===== config.mk =====
export PLATFORM = sky130hd
export DESIGN_NAME = tally_uart_tx
export DESIGN_NICKNAME = d
export VERILOG_FILES = /design/src/rtl/tally_uart_tx.sv
export SDC_FILE = /design/constraint.sdc
export NUM_CORES = 1
export LEC_CHECK = 0
export ABC_CLOCK_PERIOD_IN_PS = 5210
export BUFFER_PORTS_ARGS = -buffer_cell sky130_fd_sc_hd__buf_4
export CORE_ASPECT_RATIO = 0.7
export CORE_MARGIN = 1.5
export CORE_UTILIZATION = 40
export CTS_BUF_LIST = sky130_fd_sc_hd__clkbuf_4
export DETAILED_ROUTE_END_ITERATION = 6
export HOLD_SLACK_MARGIN = 0.08
export PLACE_DENSITY = 0.68
export SYNTH_ARGS = -nofsm -noshare
export SYNTH_HDL_FRONTEND = slang
export SYNTH_SLANG_ARGS = --single-unit

===== constraint.sdc =====
create_clock -name clk -period 5.21 [get_ports clk]
set_clock_uncertainty 0.15 [all_clocks]
set_input_delay 0.7815 -clock clk [delete_from_list [all_inputs] [get_ports clk]]
set_output_delay 0.7815 -clock clk [all_outputs]
set_load 0.01 [all_outputs]

===== src/rtl/tally_uart_tx.sv =====
// tally_uart_tx: serial read-out of the four candidate tallies.
//
// On an accepted report request (idle, counting mode) the four tallies are
// captured and sent as one 6-byte frame on an 8N1, LSB-first line:
//   HEADER, c1, c2, c3, c4, CHK   with CHK = HEADER ^ c1 ^ c2 ^ c3 ^ c4
// Bytes follow each other with no idle gap. The frame always runs to the end
// once started. Only reset can abandon it.
//
// Parameters
//   CLKS_PER_BIT  clk cycles per serial bit (>= 2)
//   HEADER        first byte of every frame
//
// Ports
//   clk          in   system clock, rising edge
//   reset        in   asynchronous, active-high
//   mode         in   0 = voting, 1 = counting; requests honoured only when 1
//   report_req   in   report request, sampled every edge while idle
//   cand1..4_vote in  8-bit candidate tallies
//   tx           out  registered serial line, idles high
//   busy         out  high from acceptance to end of last stop bit
//   frame_done   out  one-cycle pulse on the edge that completes a frame
module tally_uart_tx #(
  parameter int unsigned CLKS_PER_BIT = 16,
  parameter logic [7:0]  HEADER       = 8'hA5
) (
  input  logic       clk,
  input  logic       reset,
  input  logic       mode,
  input  logic       report_req,
  input  logic [7:0] cand1_vote,
  input  logic [7:0] cand2_vote,
  input  logic [7:0] cand3_vote,
  input  logic [7:0] cand4_vote,
  output logic       tx,
  output logic       busy,
  output logic       frame_done
);

  localparam int unsigned BAUD_W = (CLKS_PER_BIT > 2) ? $clog2(CLKS_PER_BIT) : 1;
  localparam int unsigned BIT_W  = 4;
  localparam int unsigned BYTE_W = 3;

  localparam logic [BAUD_W-1:0] BAUD_LAST = BAUD_W'(CLKS_PER_BIT - 1);
  localparam logic [BIT_W-1:0]  BIT_LAST_DATA = BIT_W'(8);
  localparam logic [BYTE_W-1:0] BYTE_LAST = BYTE_W'(5);

  typedef enum logic [1:0] {
    IDLE  = 2'd0,
    START = 2'd1,
    DATA  = 2'd2,
    STOP  = 2'd3
  } state_e;

  state_e              state_q, state_d;
  logic [BAUD_W-1:0]   baud_q,  baud_d;
  logic [BIT_W-1:0]    bit_q,   bit_d;
  logic [BYTE_W-1:0]   byte_q,  byte_d;
  logic [3:0][7:0]     snap_q,  snap_d;
  logic                tx_q,    tx_d;
  logic                busy_q,  busy_d;
  logic                done_q,  done_d;

  logic                baud_end_c;
  logic [7:0]          chk_c;
  logic [7:0]          cur_byte_c;

  // Checksum is always taken from the captured snapshot, never the live inputs.
  assign chk_c = HEADER ^ snap_q[0] ^ snap_q[1] ^ snap_q[2] ^ snap_q[3];

  // Byte currently on the line, selected by byte index.
  always_comb begin
    cur_byte_c = HEADER;
    case (byte_q)
      3'd0:    cur_byte_c = HEADER;
      3'd1:    cur_byte_c = snap_q[0];
      3'd2:    cur_byte_c = snap_q[1];
      3'd3:    cur_byte_c = snap_q[2];
      3'd4:    cur_byte_c = snap_q[3];
      3'd5:    cur_byte_c = chk_c;
      default: cur_byte_c = HEADER;
    endcase
  end

  assign baud_end_c = (baud_q == BAUD_LAST);

  // State and output registers.
  always_ff @(posedge clk or posedge reset) begin
    if (reset) begin
      state_q <= IDLE;
      baud_q  <= '0;
      bit_q   <= '0;
      byte_q  <= '0;
      snap_q  <= '0;
      tx_q    <= 1'b1;
      busy_q  <= 1'b0;
      done_q  <= 1'b0;
    end else begin
      state_q <= state_d;
      baud_q  <= baud_d;
      bit_q   <= bit_d;
      byte_q  <= byte_d;
      snap_q  <= snap_d;
      tx_q    <= tx_d;
      busy_q  <= busy_d;
      done_q  <= done_d;
    end
  end

  // Next-state logic. tx_d is the value of the bit that starts on this edge.
  // Bit index: 0 = start, 1..8 = d0..d7, 9 = stop.
  always_comb begin
    state_d = state_q;
    baud_d  = baud_q;
    bit_d   = bit_q;
    byte_d  = byte_q;
    snap_d  = snap_q;
    tx_d    = tx_q;
    busy_d  = busy_q;
    done_d  = 1'b0;

    case (state_q)
      IDLE: begin
        tx_d   = 1'b1;
        busy_d = 1'b0;
        if (report_req && mode) begin
          snap_d[0] = cand1_vote;
          snap_d[1] = cand2_vote;
          snap_d[2] = cand3_vote;
          snap_d[3] = cand4_vote;
          byte_d    = '0;
          bit_d     = '0;
          baud_d    = '0;
          tx_d      = 1'b0;
          busy_d    = 1'b1;
          state_d   = START;
        end
      end

      START: begin
        if (baud_end_c) begin
          baud_d  = '0;
          bit_d   = BIT_W'(1);
          tx_d    = cur_byte_c[0];
          state_d = DATA;
        end else begin
          baud_d = baud_q + BAUD_W'(1);
        end
      end

      DATA: begin
        if (baud_end_c) begin
          baud_d = '0;
          bit_d  = bit_q + BIT_W'(1);
          if (bit_q == BIT_LAST_DATA) begin
            tx_d    = 1'b1;
            state_d = STOP;
          end else begin
            // Leaving bit index b (carrying d[b-1]) so d[b] starts now.
            tx_d = cur_byte_c[3'(bit_q)];
          end
        end else begin
          baud_d = baud_q + BAUD_W'(1);
        end
      end

      STOP: begin
        if (baud_end_c) begin
          baud_d = '0;
          bit_d  = '0;
          if (byte_q == BYTE_LAST) begin
            state_d = IDLE;
            busy_d  = 1'b0;
            done_d  = 1'b1;
            tx_d    = 1'b1;
          end else begin
            // Stop bit runs straight into the next start bit.
            byte_d  = byte_q + BYTE_W'(1);
            tx_d    = 1'b0;
            state_d = START;
          end
        end else begin
          baud_d = baud_q + BAUD_W'(1);
        end
      end

      default: begin
        state_d = IDLE;
        tx_d    = 1'b1;
        busy_d  = 1'b0;
      end
    endcase
  end

  assign tx         = tx_q;
  assign busy       = busy_q;
  assign frame_done = done_q;

endmodule


==> metrics.sh <==
POST-CTS-SETUP-BUFFER-COUNT=0
YS_TYPES=48
POSTSYNTH.ASYNCRESETSHARE_PCT=100
POST_CTS.RESIZED_INSTANCES=0
GRT_OVERFLOW=0
SYNTH_SEQ_AREA_SHARE_PCT=43.3
POST_ROUTE_CELLS_DRIVE_ABOVE_1_SHARE_PCT=27.5
GRT_PASS1_WL_UM=10300
SETUP_TOTAL_NEGATIVE_SLACK_NS=0
DETAIL_ROUTE.VIAS_PER_CELL=5.42
FP.COREAREA_SQ_MM=0.00673
TIMING.RR.END='tx'
CLK_TRANSITION_REPORTED_PATHS_NS=0.14
SETUP_REPAIR_AFTER_GLOBAL_ROUTING_MISSED_ITS_MARGIN='false'
PERIOD_NEEDED_NS=2.79
SYNTHESIS.INSTANCES=270
SLOWEST_STAGE='sky130_fd_sc_hd__dfrtp_1'
N_FILL_CELL=650
SYNTHESIS_WARNINGS=0
YOSYS_MOST_USED_DFF='sky130_fd_sc_hd__dfrtp_1'
DR_TOTAL_VIAS=2163
GRT_ANTENNA_BEFORE_REPAIR=0
PORT_BUFFERS=38
HOLD_CLASS='flip-flop to flip-flop'
DETAILED_PLACE_HPWL_UM=4390
NETLIST_AREA_SQ_MM=0.00278
CTS.HTREE.LEVELS=2
FIN_NETS=353
GLOBAL_ROUTE.USAGE.TOTAL_PCT=17.8
DETAIL_ROUTE.WL_PER_CELL_UM=15.0
POWER.SWITCHING_FRACTION_PCT=40.2
SYNTH.TOP_CELL.AREA_SHARE_PCT=42.3
CAP_VIOL_MAX_COUNT=0
POSTCTSHOLDBUFS=0
DIE_HEIGHT_UM=72.7
SLEW_HEADROOM_PCT=34.1
WORSTMARGINPINSLEW_NS=0.987
PLACEMENT_ROWS=25
SLOWEST_DELAY_NS=0.74
FIN_TOTAL_PWR_mW=1.69
SETUP.REG_TO_REG.WORST_SLACK_NS=2.42
STARTPOINT='byte_q[2]'
PATH_CELLS='inv_2 -> ha_1 -> nand2_1 -> nand4_1 -> a211o_1 -> a2111oi_2 -> nor4_1 -> nor4_1 -> nor3_1'
POWER_REPORT.INTERNAL_TOTAL_mW=1.01
TRITONCTS='yes'
WORST-SETUP-PATH-TYPE='flip-flop to flip-flop'
CP_ENDPOINT='tx'
WORSTSETUPSTARTPOINTTYPE='flip-flop'
DRC_ERRORS=0
COMB_POWER_SHARE_PCT=47.4
WORST-ENDPOINT-REQUIRED_NS=5.36
MOST_FREQUENT_CELLS_IN_THE_LAYOUT='sky130_fd_sc_hd__dfrtp_1 (47), sky130_fd_sc_hd__buf_4 (39), sky130_fd_sc_hd__mux2_2 (32)'
CTS_MAX_PATH_BUFFERS=2
CLK_LATENCY_NS=0.36
R2R-START='byte_q[2]'
WORST_EP_ARRIVAL_TIME_NS=2.94
GRT_PASS1_VIAS=2066
SYN2LAYOUT_AREA_GROWTH_PCT=14.6
REPORT.FINAL.SLEW_VIOL_COUNT=0
SYNTHESIZED_NETS=319
TIMING.FINAL.CRIT_SHARE_PCT=53.6
START_UTIL_PCT=41.3
NUMCLOCKSINKS=48
AVGSYNTHCELLAREA_SQ_UM=10.3
DIE_WIDTH_UM=103
INSTANCES_NO_FILL=399
YS_FF_LATCH=48
FINALHOLDVIOLATIONS=0
DRTPASS1ITERATIONS=6
INSERTED_DIODES=0
TIMING.FINAL.SETUP_VIOLATIONS=0
POWER.STATIC_LEAKAGE_nW=1.37
CLOCK-ROOT-BUFFER='sky130_fd_sc_hd__clkbuf_4'
SWITCHING_POWER_uW=679
REG2REG_DEPTH=9
DRTITER0DRC=140
DPL.CELL_COUNT=391
WORST_IR_DROP_VDD_mV=0.197
SYNTH_EDF_COUNT=0
NUM_IO_PINS=39
POWER.CLOCK.FRACTION_PCT=10.4
ROUTED_WIRE_LENGTH_UM=5970
STATUS='finished clean'
MOSTFREQUENTLAYOUTCELL='sky130_fd_sc_hd__dfrtp_1'
DIEAREA_SQ_MM=0.00746
PATH_COMMON_CELL='sky130_fd_sc_hd__nor4_1'
FMAX_MHz=358
INSERTED_CLOCK_BUFFERS=5
GRT_START_MAX_NET_PINS=49
CELL_TYPES_WITH_THE_LARGEST_AREA_SHARE_AFTER_SYNTHESIS='sky130_fd_sc_hd__dfrtp_1 (42%), sky130_fd_sc_hd__mux2_2 (13%), sky130_fd_sc_hd__ha_1 (5.9%)'
ANTENNA_VIOLATING_NETS_POST_ROUTE=0
FINALWEIGHTEDCONGESTION=0.969
POWER_DENSITY_OVER_THE_CELLS_mW_PER_MM2=531
SEQ_POWER_SHARE_PCT=42.2
YOSYS.AREA.TOP_TYPE='sky130_fd_sc_hd__dfrtp_1'
SETUP.WORST_PATH.END_CLASS='flip-flop'
TIMING.CRITICAL_PATH.FANOUT_MAX=19
NUMBER_OF_STAGES_ON_THE_WORST_HOLD_PATH=2
## power groups by stage
stage	Sequential, mW	Clock [mW]	Combinational [mW]
final	0.712	0.176	0.802
after global routing	0.740	0.201	0.897
after CTS	0.714	0.183	0.801
after detailed placement	0.721	0	0.796
after global placement	0.717	0	0.776
after floorplan	0.665	0	0.657
## through the flow
stage / instance area (sq um) / utilization (%) / hold WS (ns) / setup slack, ns
2_1_floorplan: 2780 / - / 0.326 / 2.91
3_3_place_gp: 3130 / 46.5 / 0.346 / 2.62
3_5_place_dp: 3130 / 46.5 / 0.354 / 2.49
4_1_cts: 3180 / 47.3 / 0.385 / 2.46
5_1_grt: 3180 / 47.3 / 0.418 / 2.13
6_report: 3180 / 47.3 / 0.377 / 2.42
## worst min-delay path by stage
stage               from   endpoint  slack, ns
6_report       baud_q[1]  baud_q[1]       0.38
5_1_grt        snap_q[6]  snap_q[6]       0.42
4_1_cts        baud_q[1]  baud_q[1]       0.39
3_5_place_dp   baud_q[1]  baud_q[1]       0.35
3_3_place_gp   baud_q[1]  baud_q[1]       0.35
2_1_floorplan  baud_q[1]  baud_q[1]       0.33
## Yosys cell counts, types with 3 or more instances
cell,count
sky130_fd_sc_hd__clkbuf_1,8
sky130_fd_sc_hd__nand3_1,19
sky130_fd_sc_hd__a21oi_1,11
sky130_fd_sc_hd__nand3b_1,3
sky130_fd_sc_hd__nand2_1,27
sky130_fd_sc_hd__inv_1,8
sky130_fd_sc_hd__a22oi_1,4
sky130_fd_sc_hd__xnor2_1,14
sky130_fd_sc_hd__a31oi_1,3
sky130_fd_sc_hd__o21ai_0,12
sky130_fd_sc_hd__o21ai_1,4
sky130_fd_sc_hd__ha_1,13
sky130_fd_sc_hd__mux2_2,32
sky130_fd_sc_hd__nor2_1,9
sky130_fd_sc_hd__dfrtp_1,47
sky130_fd_sc_hd__nor4_1,5
sky130_fd_sc_hd__xor2_1,5
sky130_fd_sc_hd__mux2i_1,3
sky130_fd_sc_hd__nor3_1,6
## layout make-up
cell class                 count  area, sq um  share of cell area [%]
clock buffer                   7         52.6                    1.65
tap                           94          118                    3.69
clock inverter                 1         3.75                   0.118
sequential                    48         1200                    37.8
inverter                       9         33.8                    1.06
multi-input combinational    201         1480                    46.5
timing repair buffer          39          293                    9.20
## per-layer routing
layer  routed length (um)  track usage (%)
met1                 3020             26.8
met2                 2530             26.0
met3                  371             4.41
met4                   40             3.81
met5                    0                0
## critical path: cells and delay by family, from the launching register on
kind	cells	cell delay (ns)
DFF	1	0.74
AOI/OAI and AO/OA	2	0.65
and+or+nand+nor	5	0.64
adders and majority gates	1	0.37
buffers and inverters	1	0.19
## flip-flops by register name, indices dropped and copies added (netlist names)
register	flops
state_q	2
frame_done	1
baud_q	4
snap_q	32
busy	1
tx	1
byte_q	3
bit_q	4
## kinds of logic (layout without fill, tap and decap cells)
family,after synthesis,after routing,synth area share (%)
mux,35,35,14.1
fa+ha+maj,13,13,5.86
xor+xnor,20,20,6.80
simple gates,82,82,14.6
buf+inv,21,56,3.42
compound gates,51,51,11.9
flops,48,48,43.3
(Power assumes the default switching activity.)
